==> src/rtl/mcb_port_model.sv <==
// ---------------------------------------------------------------------------
// mcb_port_model
// Block-RAM backed stand-in for one Spartan-6 MCB user port. Accepts
// commands, write data and read pops with MCB port semantics and executes
// them in order against an on-chip 32-bit-wide RAM.
//
// Ports:
//   clk  - clock
//   rst  - synchronous active-high reset (clears FIFOs, engine, flags;
//          RAM contents survive)
//   mcb  - MCB user-port bundle (slave modport of mcb_port_model_if)
//
// Also contains mcb_port_model_fifo, the first-word-fall-through FIFO used
// for the command, write and read queues.
// ---------------------------------------------------------------------------

// First-word-fall-through FIFO over an inferred RAM with registered read.
// o_head is a register that always holds the word at the read pointer; it is
// refilled each cycle from the location the read pointer will point at next,
// with a bypass when that same location is being written this cycle.
module mcb_port_model_fifo #(
    parameter  int WIDTH = 32,
    parameter  int DEPTH = 64,
    localparam int AW    = $clog2(DEPTH)
) (
    input  logic             clk,
    input  logic             rst,
    input  logic             i_push,
    input  logic [WIDTH-1:0] i_data,
    input  logic             i_pop,
    output logic [WIDTH-1:0] o_head,
    output logic [AW:0]      o_count
);
    logic [WIDTH-1:0] mem [DEPTH];
    logic [AW-1:0]    r_wr_ptr;
    logic [AW-1:0]    r_rd_ptr;
    logic [AW:0]      r_count;
    logic [WIDTH-1:0] r_head;

    logic          w_full;
    logic          w_empty;
    logic          w_push_ok;
    logic          w_pop_ok;
    logic [AW-1:0] w_rd_ptr_next;

    assign w_full        = (r_count == (AW+1)'(DEPTH));
    assign w_empty       = (r_count == '0);
    assign w_push_ok     = i_push && !w_full;
    assign w_pop_ok      = i_pop && !w_empty;
    assign w_rd_ptr_next = r_rd_ptr + AW'(w_pop_ok);

    always_ff @(posedge clk) begin
        if (w_push_ok)
            mem[r_wr_ptr] <= i_data;
    end

    always_ff @(posedge clk) begin
        if (rst) begin
            r_wr_ptr <= '0;
            r_rd_ptr <= '0;
            r_count  <= '0;
            r_head   <= '0;
        end else begin
            if (w_push_ok)
                r_wr_ptr <= r_wr_ptr + AW'(1);
            r_rd_ptr <= w_rd_ptr_next;
            case ({w_push_ok, w_pop_ok})
                2'b10:   r_count <= r_count + (AW+1)'(1);
                2'b01:   r_count <= r_count - (AW+1)'(1);
                default: r_count <= r_count;
            endcase
            if (w_push_ok && (r_wr_ptr == w_rd_ptr_next))
                r_head <= i_data;
            else
                r_head <= mem[w_rd_ptr_next];
        end
    end

    assign o_head  = r_head;
    assign o_count = r_count;
endmodule


==> config.mk <==
export PLATFORM = sky130hd
export DESIGN_NAME = mcb_port_model_fifo
export DESIGN_NICKNAME = d
export VERILOG_FILES = /design/src/rtl/mcb_port_model.sv
export SDC_FILE = /design/constraint.sdc
export NUM_CORES = 2
export LEC_CHECK = 0
export CAP_MARGIN = 20
export CORE_MARGIN = 5
export CORE_UTILIZATION = 30
export CTS_BUF_LIST = sky130_fd_sc_hd__clkbuf_2
export CTS_CLUSTER_SIZE = 14
export DETAILED_ROUTE_END_ITERATION = 10
export SLEW_MARGIN = 20
export SYNTH_ARGS = -nofsm -noshare
export SYNTH_HDL_FRONTEND = slang
export SYNTH_SLANG_ARGS = --single-unit
==> constraint.sdc <==
create_clock -name clk -period 3.9 [get_ports clk]
set_input_delay 0.39 -clock clk [delete_from_list [all_inputs] [get_ports clk]]
set_output_delay 0.39 -clock clk [all_outputs]
set_load 0.05 [all_outputs]
==> flow_metrics.tcl <==
set metrics [dict create \
    io_buffers 74 \
    yosysMostFrequentCell "edfxtp_1" \
    total_power_mw 59.83 \
    top_level_ports 75 \
    cts_buffers 548 \
    grt_pass1_wl_mm 310.8 \
    tightest_slew_ns 1.209 \
    yosysWarnings 0 \
    tritoncts "done" \
    timing.final.crit_period_ns 3.708 \
    slew_headroom_pct 19.40 \
    fillCellCount 24870 \
    fin_skew_ns 0.1657 \
    rsz0062_at_grt "false" \
    track_usage_pct 15.24 \
    synth.area.top_cells "edfxtp_1 77%, mux4_2 14%, nand2_1 1.9%, dfxtp_1 1.3%, a32oi_1 1.1%" \
    grt_antenna_before_repair 12 \
    start_kind "flip-flop" \
    cts_root_buf "clkbuf_2" \
    drive_gt1_share_pct 35.06 \
    dpl_cell_area_um2 87510 \
    synth.distinct_cells 48 \
    vdd_drop_max_mv 0.6796 \
    final_max_slew_viol_count 0 \
    status "completed" \
    synth_top_area_cell "edfxtp_1" \
    core_um2 265300 \
    fin_crit_sh_pct 95.07 \
    clockBufferDepth 4 \
    drt_first_pass_iters 5 \
    clk_latency_ns 1.79 \
    fmax_mhz 269.7 \
    utilization_pct 35.21 \
    dr_total_vias 42170 \
    syn_area_um2 80070 \
    hold_class "in -> reg" \
    ant_nets 0 \
    finalInstanceArea_um2 93410 \
    cp-end-kind "flip-flop" \
    p_per_area_nw_per_um2 640.4 \
    hold_viol 0 \
    synth-async-reset-ratio_pct 0 \
    ys_ff_latch 2099 \
    routed_wl_mm 215.3 \
    setup_violations 0 \
    grt_start_max_net_pins 92 \
    yosysSeqAreaShare_pct 78.08 \
    path_cells "nor4_2 > nand2_1 > o21a_1 > ha_4 > buf_12 > buf_4 > mux4_2 > mux2i_1 > a32oi_1 > a32oi_1 > o21ai_1" \
    drc 0 \
    path_clk_slew_ns 0.10 \
    dieArea_um2 277300 \
    gp_congestion 0.7577 \
    grt_overflow 0 \
    crit_type "reg -> reg" \
    hold-worst-slack_ns 0.2285 \
    start_util_pct 30.18 \
    vias_per_cell 5.022 \
    synth_top_area_share_pct 76.80 \
    core.rowCount 189 \
    die-width_um 526.6 \
    cap_violations 0 \
    wl_per_cell_um 25.64 \
    cp_common_cell "a32oi_1" \
    drtIter0Drc 4314 \
    synth_edf_count 2048 \
    die_y_um 526.6 \
    syn_avg_cell_area_um2 21.23 \
    grt_pass1_vias 44050 \
    worstPathRequired_ns 5.56 \
    ys.flop_type "edfxtp_1" \
    synth_common_cells "2048 x edfxtp_1, 512 x mux4_2, 403 x nand2_1, 138 x nand3_1, 130 x clkbuf_1" \
    syn_nets 3813 \
    cp_max_fo 25 \
    fin_nets 4540 \
    power.leakage_nw 29.33 \
    slowest_delay_ns 0.58 \
    cp.arrival_ns 5.37 \
    clock-sinks 2099 \
    crit_slowest_cell "mux4_2" \
    r2r_slack_ns 0.19 \
    dp_hpwl_mm 114.6 \
    post-cts-setup-buffer-count 0 \
    area_growth_syn_to_layout_pct 16.66 \
    htreeDepth 6 \
    postSynthCellCount 3771 \
]
==> flip-flops by register name (all words and copies together) (netlist names) <==
| signal | flops |
|---|---|
| mem | 2048 |
| o_head | 32 |
| o_count | 7 |
| r_rd_ptr | 6 |
| r_wr_ptr | 6 |
==> logic make-up after synthesis <==
family                     after synthesis  synth area share, %
AOI/OAI and AO/OA                      157                1.524
xor gates and xnor gates                25               0.2735
adders and majority gates                6              0.09375
buffers and inverters                  219                1.139
DFF                                   2099                78.08
muxes                                  578                15.23
and+or+nand+nor                        687                3.664
==> area by class of cell <==
type,count,area [µm²],share of cell area [%]
clock inverters,109,655.6,0.7019
repair buffers,392,4537,4.857
well taps,3533,4420,4.732
clock buffers,797,3989,4.270
multi-input cells,1453,17250,18.47
diodes,10,25.02,0.02679
inverters,4,15.01,0.01607
flip-flops and latches,2099,62520,66.93
==> routing by layer <==
metal,vias up,track usage [%],share of wire [%]
li1,17450,-,-
met1,22480,20.66,41
met2,1935,24.81,49
met3,302,3.455,8.2
met4,6,4.151,1.9
met5,-,0,0.016
==> critical path: cells and delay by family (launching register included) <==
| kind | cells | cell delay, ns |
|---|---|---|
| compound gates | 4 | 0.88 |
| fa+ha+maj | 1 | 0.39 |
| buf+inv | 2 | 0.76 |
| flops | 1 | 0.33 |
| mux | 2 | 0.81 |
| simple gates | 2 | 0.41 |
==> worst paths after layout <==
kind / cells past startpoint / end / startpoint
worst min-delay path: 4 / mem[16][20] / i_data[20]
worst max-delay path: 11 / o_head[22] / o_count[0]
worst max register to register: 11 / o_head[22] / o_count[0]
worst min register to register: 2 / o_count[6] / o_count[6]
==> stage by stage <==
step	instances	TNS (ns)	setup slack, ns
3_3_place_gp	7384	-0.8806	-0.1598
6_report	8397	0	0.1924
4_1_cts	8382	0	0.03952
5_1_grt	8396	0	0.06232
3_5_place_dp	7384	-0.1749	-0.1045
2_1_floorplan	3771	0	0.1907
==> placed cells by master, fill, tap and decap left out, types with 4 or more instances in the layout <==
master | Yosys | layout
clkdlybuf4s50_1 | 0 | 39
mux4_2 | 512 | 512
buf_16 | 0 | 7
dlygate4sd3_1 | 0 | 75
nor2_4 | 0 | 64
clkbuf_2 | 0 | 798
dfxtp_1 | 51 | 51
o21ai_0 | 4 | 4
nor2_1 | 82 | 19
buf_4 | 0 | 133
nand2_1 | 403 | 403
buf_2 | 72 | 34
nand3_1 | 138 | 138
a21oi_1 | 9 | 9
inv_2 | 1 | 20
nor2b_1 | 6 | 5
a32oi_1 | 96 | 93
clkinv_2 | 0 | 8
buf_12 | 0 | 97
xnor2_1 | 14 | 13
ha_1 | 6 | 4
nand4_1 | 35 | 35
nand3b_1 | 5 | 5
xor2_1 | 11 | 10
edfxtp_1 | 2048 | 2048
clkinv_1 | 0 | 74
mux2i_1 | 66 | 66
diode_2 | 0 | 10
o21ai_1 | 31 | 31
bufinv_16 | 0 | 9
==> where the power goes <==
group / total, mW / leakage, nW / switching (mW) / internal, mW
clock network: 14.7 / 3.66 / 8.68 / 5.98
registers: 25.3 / 18.8 / 0.273 / 25.0
logic: 19.9 / 6.83 / 9.92 / 9.94
total: 59.8 / 29.3 / 18.9 / 40.9
==> repair_timing <==
action / CTS / global route
gates resized for setup: 6 / 4
endpoints found under the setup margin: 6 / 15
endpoints found under the hold margin: 2181 / 80
hold buffers: 92 / 3
gates cloned: 0 / 2
pin swaps: 0 / 2
(Power assumes the default switching activity.)
